**src/rtl/joker_spi_slave.sv**
```systemverilog
// SPI mode-0 target: oversampled SCLK/MOSI/nCS, 8-bit MSB-first words,
// RX bytes into a first-word fall-through FIFO, TX from a one-entry holding register.
module joker_spi_slave #(
    parameter int         RX_FIFO_DEPTH = 16,
    parameter logic [7:0] DUMMY_BYTE    = 8'hFF,
    parameter int         SYNC_STAGES   = 2
) (
    input  logic        clk,
    input  logic        reset,
    input  logic        spi_sclk,
    input  logic        spi_mosi,
    input  logic        spi_ncs,
    output logic        spi_miso,
    output logic        spi_miso_oe,
    output logic [7:0]  rx_data,
    output logic        rx_first,
    output logic        rx_valid,
    input  logic        rx_ready,
    input  logic [7:0]  tx_data,
    input  logic        tx_valid,
    output logic        tx_ready,
    output logic        frame_active,
    output logic        frame_done,
    output logic [15:0] byte_count,
    output logic        rx_overflow,
    output logic        tx_underrun,
    input  logic        clr_status
);
    localparam int AW = $clog2(RX_FIFO_DEPTH);

    typedef enum logic {ST_IDLE, ST_ACTIVE} state_t;
    state_t r_state, w_state_next;

    // pin order {ncs, mosi, sclk}; ncs synchroniser resets to its idle-high level
    logic [2:0] w_pin, w_sync;
    assign w_pin = {spi_ncs, spi_mosi, spi_sclk};

    genvar gi;
    generate
        for (gi = 0; gi < 3; gi++) begin : g_sync
            logic [SYNC_STAGES-1:0] r_sync;
            always_ff @(posedge clk) begin
                if (reset) r_sync <= {SYNC_STAGES{gi == 2}};
                else       r_sync <= {r_sync[SYNC_STAGES-2:0], w_pin[gi]};
            end
            assign w_sync[gi] = r_sync[SYNC_STAGES-1];
        end
    endgenerate

    logic w_sclk, w_mosi, w_ncs;
    assign w_sclk = w_sync[0];
    assign w_mosi = w_sync[1];
    assign w_ncs  = w_sync[2];

    logic r_sclk_d, r_ncs_d;
    logic [2:0]  r_bit_cnt;
    logic [7:0]  r_rx_shift, r_tx_shift, r_hold;
    logic        r_hold_full, r_first, r_miso, r_miso_oe, r_frame_done;
    logic [15:0] r_byte_count;
    logic        r_rx_overflow, r_tx_underrun;
    logic [AW:0] r_wr_ptr, r_rd_ptr;
    logic [8:0]  r_mem [RX_FIFO_DEPTH];

    logic w_start, w_stop, w_sclk_rise, w_sclk_fall;
    logic w_load, w_shift, w_push, w_push_ok, w_pop, w_empty, w_full;
    logic [7:0] w_rx_byte;
    logic [8:0] w_head;

    always_ff @(posedge clk) begin
        if (reset) begin
            r_state  <= ST_IDLE;
            r_sclk_d <= 1'b0;
            r_ncs_d  <= 1'b1;
        end else begin
            r_state  <= w_state_next;
            r_sclk_d <= w_sclk;
            r_ncs_d  <= w_ncs;
        end
    end

    always_comb begin
        w_state_next = r_state;
        w_start      = 1'b0;
        w_stop       = 1'b0;
        case (r_state)
            ST_IDLE: begin
                if (r_ncs_d && !w_ncs) begin
                    w_state_next = ST_ACTIVE;
                    w_start      = 1'b1;
                end
            end
            ST_ACTIVE: begin
                if (!r_ncs_d && w_ncs) begin
                    w_state_next = ST_IDLE;
                    w_stop       = 1'b1;
                end
            end
            default: w_state_next = ST_IDLE;
        endcase
    end

    // SCLK edges only count inside a frame while synchronised ncs is still low
    assign w_sclk_rise = (r_state == ST_ACTIVE) && !w_ncs && w_sclk && !r_sclk_d;
    assign w_sclk_fall = (r_state == ST_ACTIVE) && !w_ncs && !w_sclk && r_sclk_d;
    assign w_load      = w_start || (w_sclk_fall && (r_bit_cnt == 3'd0));
    assign w_shift     = w_sclk_fall && (r_bit_cnt != 3'd0);
    assign w_push      = w_sclk_rise && (r_bit_cnt == 3'd7);
    assign w_rx_byte   = {r_rx_shift[6:0], w_mosi};

    assign w_empty   = (r_wr_ptr == r_rd_ptr);
    assign w_full    = (r_wr_ptr[AW] != r_rd_ptr[AW]) && (r_wr_ptr[AW-1:0] == r_rd_ptr[AW-1:0]);
    assign w_pop     = !w_empty && rx_ready;
    assign w_push_ok = w_push && (!w_full || w_pop);
    assign w_head    = r_mem[r_rd_ptr[AW-1:0]];

    always_ff @(posedge clk) begin
        if (w_push_ok) r_mem[r_wr_ptr[AW-1:0]] <= {r_first, w_rx_byte};
    end

    always_ff @(posedge clk) begin
        if (reset) begin
            r_bit_cnt     <= '0;
            r_rx_shift    <= '0;
            r_tx_shift    <= '0;
            r_hold        <= '0;
            r_hold_full   <= 1'b0;
            r_first       <= 1'b0;
            r_miso        <= 1'b0;
            r_miso_oe     <= 1'b0;
            r_frame_done  <= 1'b0;
            r_byte_count  <= '0;
            r_rx_overflow <= 1'b0;
            r_tx_underrun <= 1'b0;
            r_wr_ptr      <= '0;
            r_rd_ptr      <= '0;
        end else begin
            r_frame_done <= w_stop;
            if (w_start) begin
                r_bit_cnt    <= '0;
                r_byte_count <= '0;
                r_first      <= 1'b1;
                r_miso_oe    <= 1'b1;
            end else if (w_stop) begin
                r_bit_cnt <= '0;
                r_miso_oe <= 1'b0;
            end else if (w_sclk_rise) begin
                r_rx_shift <= w_rx_byte;
                r_bit_cnt  <= r_bit_cnt + 3'd1;
                if (w_push) begin
                    r_first <= 1'b0;
                    if (r_byte_count != 16'hFFFF) r_byte_count <= r_byte_count + 16'd1;
                end
            end

            // A hold write in the same cycle as a load lands after the load has sampled it
            if (w_load) begin
                if (r_hold_full) begin
                    r_tx_shift <= r_hold;
                    r_miso     <= r_hold[7];
                end else begin
                    r_tx_shift <= DUMMY_BYTE;
                    r_miso     <= DUMMY_BYTE[7];
                end
            end else if (w_shift) begin
                r_tx_shift <= {r_tx_shift[6:0], 1'b0};
                r_miso     <= r_tx_shift[6];
            end
            if (w_stop) r_miso <= 1'b0;

            if (w_load && r_hold_full) begin
                r_hold_full <= 1'b0;
            end else if (tx_valid && !r_hold_full) begin
                r_hold      <= tx_data;
                r_hold_full <= 1'b1;
            end

            if (w_load && !r_hold_full)           r_tx_underrun <= 1'b1;
            else if (clr_status)                  r_tx_underrun <= 1'b0;
            if (w_push && w_full && !w_pop)       r_rx_overflow <= 1'b1;
            else if (clr_status)                  r_rx_overflow <= 1'b0;

            if (w_push_ok) r_wr_ptr <= r_wr_ptr + (AW+1)'(1);
            if (w_pop)     r_rd_ptr <= r_rd_ptr + (AW+1)'(1);
        end
    end

    assign spi_miso     = r_miso;
    assign spi_miso_oe  = r_miso_oe;
    assign rx_data      = w_empty ? 8'h00 : w_head[7:0];
    assign rx_first     = w_empty ? 1'b0 : w_head[8];
    assign rx_valid     = !w_empty;
    assign tx_ready     = !r_hold_full;
    assign frame_active = (r_state == ST_ACTIVE);
    assign frame_done   = r_frame_done;
    assign byte_count   = r_byte_count;
    assign rx_overflow  = r_rx_overflow;
    assign tx_underrun  = r_tx_underrun;
endmodule

```
**config.mk**
```make
export PLATFORM = sky130hd
export DESIGN_NAME = joker_spi_slave
export DESIGN_NICKNAME = d
export VERILOG_FILES = /design/src/rtl/joker_spi_slave.sv
export SDC_FILE = /design/constraint.sdc
export NUM_CORES = 1
export LEC_CHECK = 0
export ABC_AREA = 0
export CORE_MARGIN = 2
export CORE_UTILIZATION = 40
export CTS_CLUSTER_DIAMETER = 120
export DETAILED_ROUTE_END_ITERATION = 12
export PLACE_DENSITY_LB_ADDON = 0.3
export SLEW_MARGIN = 20
export SYNTH_ARGS = -nofsm -noshare
export SYNTH_HDL_FRONTEND = slang
export SYNTH_SLANG_ARGS = --single-unit
```
**constraint.sdc**
```tcl
create_clock -name clk -period 2.37 [get_ports clk]
set_input_delay 0.711 -clock clk [delete_from_list [all_inputs] [get_ports clk]]
set_output_delay 0.711 -clock clk [all_outputs]
set_load 0.1 [all_outputs]
```
==> parameters.txt <==
Parameter                              Value

Drt
  Number of nets still failing antenna checks after routing ... 0
  Via density ... around 5.5
  Post-detailed-route wirelength per cell ... between 15 and 20 µm
  Drt first-iter violations ... slightly below 400
  Total DRC errors in the routed layout ... 0
  Wire length reported by the detailed router ... around 19 mm
  Pre-Repair DR Iteration Count ... 5
  Total number of vias ... ~5.4k

Place
  Total half-perimeter wirelength after legalization and detailed placement ... 12.8 mm
  Placer Congestion ... about 0.83
  # port buffers ... between 40 and 50

STA
  Number of slew-limit violations in the final report ... 0
  Final hold violation count ... 0
  Slew HR ... between 40% and 50%
  Final cycle utilization of the critical path ... 123%
  Final worst setup slack ... -544 ps
  Shortest period the worst path allows ... roughly 3000 ps
  RSZ-0062 raised after global routing ... yes
  Final Setup Violations ... 10
  Transition time of the tightest slew-check pin ... around 800 ps
  Timing-limited maximum frequency ... 0.343 GHz
  Setup Skew ... approximately 18 ps
  Hold Worst Slack ... just over 400 ps

Power
  Power density cells ... around 680 nW/µm²
  Internal power summed over all cells ... around 6.0 mW
  Gate power share ... under 10%
  Relative contribution of sequential cells to total power ... ~53%
  Net Sw Power ... approximately 1.5 mW
  Clock group share of total power ... between 40% and 50%
  Pwr Total ... about 7.5 mW
  Leakage power total ... 3.72 nW
  Worst-case vdd ir drop ... around 0.45 mV
  Sw frac ... between 20% and 30%

Critical path
  Count of cells along the worst register-to-register path ... 6
  Cell type with the highest occurrence count on the critical path ... sky130_fd_sc_hd__buf_12
  Critical Path Source Type ... flip-flop
  Endpoint required time on the critical path ... 1660 ps
  Setup Crit Path Kind ... reg2out
  Critical path capture point type ... primary output
  Slowest stage cell, crit path ... sky130_fd_sc_hd__mux4_2
  Arrival @ worst endpoint ... roughly 2200 ps
  Start of the worst register-to-register path ... r_bit_cnt[0]
  CP max FO ... 5
  Worst stage delay on the critical path ... 520 ps
  Critical path cell sequence ... buf_12, buf_16, mux4_2, a22oi_2, a21oi_4, buf_12
  Reg2Reg Setup Slack ... 250 ps
  Worst flop-to-flop path endpoint ... byte_count[12]

Die
  Die X-Extent ... 151 µm
  Number of cell rows ... 53
  Vertical die dimension ... 151 µm
  Die area ... around 23000 µm²
  Count of pins on the block boundary ... 49
  Floorplan core area ... about 21000 µm²
  Starting density of the core ... 41.1%

Flow run
  Count of max-cap constraint violations ... 0

Global route
  Number of antenna violations at the first check in global routing ... 0
  Sum of overflow across all layers after global routing ... 0
  Pin count of the biggest net entering global routing ... 29
  Via count of the first global-routing pass ... between 5k and 6k
  Global routing usage summed across all routing layers ... about 17%
  Global-route wire length before repair ... between 30 and 40 mm

Clock network
  Root buffer cell ... sky130_fd_sc_hd__clkbuf_16
  CTS buffer count ... 22
  Sink Count ... about 220
  Clock H-tree levels ... 1
  Cts-stage hold buffer count ... 0
  Number of buffers between clock root and the deepest sink ... 3
  Clock insertion delay at the later pin of the skew report ... 520 ps
  CTS tree ... yes
  Clock-pin slew reported for the worst setup and hold paths after clock tree synthesis ... roughly 60 ps

Synthesis
  Number of flops mapped to enable cells by yosys ... roughly 140
  Post-synth design cell area ... just under 9000 µm²
  Yosys warnings ... 0
  Seq/Total Area, Yosys ... approximately 66%
  Post-synth ARST share ... 0%
  Most used flip-flop cell after synthesis ... sky130_fd_sc_hd__edfxtp_1
  Post-Synthesis Mean Instance Area ... roughly 14 µm²
  Share of Yosys cell area claimed by the top area cell type ... about half
  Flip-flop and latch count after synthesis ... 215
  Gate Count Post-Synth ... between 600 and 700
  Top post-synthesis cells by area ... sky130_fd_sc_hd__edfxtp_1 (50%), sky130_fd_sc_hd__dfxtp_1 (16%), sky130_fd_sc_hd__mux4_2 (9.3%)
  Post-synthesis cell type count ... a little over 60
  Largest area contributor in the synthesized netlist ... sky130_fd_sc_hd__edfxtp_1
  Syn Nets ... about 630

Status
  Result of the run ... finished with violations
  Violations in the final reports ... negative setup slack

Finish
  Antenna diode count ... 0
  Nets ... 723
  Share of layout cells above drive strength 1 ... 28.6%
  Area added between synthesis and finish ... 27.5%
  Final cell utilization of the core ... around 52%

Worst hold path
  Hold/Removal Path Class ... reg2reg
  Hold path cells ... 1
  Endpoint with the worst hold slack ... g_sync[2].r_sync[1]
  Worst hold start ... g_sync[2].r_sync[0]
power groups by stage:
stage | Sequential (mW) | Clock [mW] | Combinational, mW
after floorplan | 4.11 | 0 | 0.0943
after global placement | 4.09 | 0 | 0.178
after detailed placement | 4.10 | 0 | 0.182
after CTS | 4.01 | 3.39 | 0.182
after global routing | 4.01 | 3.54 | 0.197
final | 4.01 | 3.33 | 0.181
through the flow:
step	std cells	instance area, µm²	setup WS [ps]	setup TNS, ps
after global routing	989	11100	-613	-5670
final	989	11100	-544	-4970
after floorplan	607	8910	-16.6	-16.6
after CTS	986	11000	-567	-5120
after global placement	940	10200	-83.2	-1060
after detailed placement	940	10200	-104	-1010
worst max-delay path, delay by kind of cell, from the launching register on:
kind / cells / cell delay [ps]
compound gates: 2 / 290
buf+inv: 3 / 430
flops: 1 / 430
mux: 1 / 520
Yosys cell counts, types with 4 or more instances:
library cell                count
sky130_fd_sc_hd__and3_1        15
sky130_fd_sc_hd__dfxtp_1       71
sky130_fd_sc_hd__nand4_1        6
sky130_fd_sc_hd__buf_1          4
sky130_fd_sc_hd__or4_1          6
sky130_fd_sc_hd__mux4_2        36
sky130_fd_sc_hd__nor2b_1       17
sky130_fd_sc_hd__nor4_1         4
sky130_fd_sc_hd__nand2b_1      10
sky130_fd_sc_hd__mux2_1         5
sky130_fd_sc_hd__a21oi_1       42
sky130_fd_sc_hd__nand3_1        8
sky130_fd_sc_hd__edfxtp_1     144
sky130_fd_sc_hd__ha_1           9
sky130_fd_sc_hd__inv_1         14
sky130_fd_sc_hd__nor2_1        27
sky130_fd_sc_hd__a22oi_1       24
sky130_fd_sc_hd__o2bb2ai_1      6
sky130_fd_sc_hd__xor2_1         4
sky130_fd_sc_hd__nand2_1       59
sky130_fd_sc_hd__o31ai_1        6
sky130_fd_sc_hd__clkbuf_1      17
sky130_fd_sc_hd__or3_1          5
sky130_fd_sc_hd__o21ai_0        7
cell type report:
cell class	count	area [µm²]
inverters	15	58.8
multi-input cells	348	2960
fillers	1715	10100
repair buffers	96	1240
clock buffers	27	569
clock inverters	13	125
flip-flops and latches	215	5770
well taps	275	344
how the worst max path moves through the flow:
stage	start	endpoint	slack, ps	cells after the start
floorplan	flip-flop	rx_data[4]	-20	5
global placement	flip-flop	rx_first	-80	5
detailed placement	flip-flop	rx_first	-100	5
CTS	flip-flop	rx_data[7]	-570	5
global route	flip-flop	rx_data[1]	-610	6
finish	flip-flop	rx_first	-540	6
flip-flops by register name, indices dropped and copies added (netlist names), 3 cells and up, named ones only:
signal / cells
r_rx_shift: 7
r_hold: 8
r_tx_shift: 7
byte_count: 16
r_wr_ptr: 5
g_sync.r_sync: 6
r_rd_ptr: 5
r_mem: 144
r_bit_cnt: 3
cells by family after synthesis:
group,count (synthesis),share of synthesized area [%]
AO/OA/AOI/OAI,112,8.64
XOR/XNOR,5,0.504
adder cells (fa/ha/maj),9,1.30
buffers and inverters,44,2.25
flip-flops,215,66.1
multiplexers,46,10.6
AND/OR/NAND/NOR,176,10.6
cells in the final DEF (no fill, tap or decap), types with 18 or more instances in the layout:
master	synthesis	routed
sky130_fd_sc_hd__edfxtp_1	144	144
sky130_fd_sc_hd__nand2_1	59	59
sky130_fd_sc_hd__dfxtp_1	71	57
sky130_fd_sc_hd__buf_4	3	42
sky130_fd_sc_hd__mux4_2	36	36
sky130_fd_sc_hd__buf_12	0	34
sky130_fd_sc_hd__a21oi_1	42	33
sky130_fd_sc_hd__nor2_1	27	27
sky130_fd_sc_hd__clkbuf_16	0	23
sky130_fd_sc_hd__a22oi_2	0	18
what timing repair did:
| action | CTS | global route |
|---|---|---|
| setup endpoints to repair | 10 | 10 |
| resized for setup | 14 | 3 |
| buffers inserted | 4 | 2 |
| pin swaps | 10 | 10 |
| cloned | 2 | 1 |
metal layers:
metal  vias up  global-route usage [%]  routed length [µm]
met5         -                       0                   0
met4         0                    4.11                 332
met3        30                    2.98                 940
met2       147                    28.5                9520
met1      2732                    23.9                8420
li1       2518                       -                   -
Power figures use the tool's default switching activity.
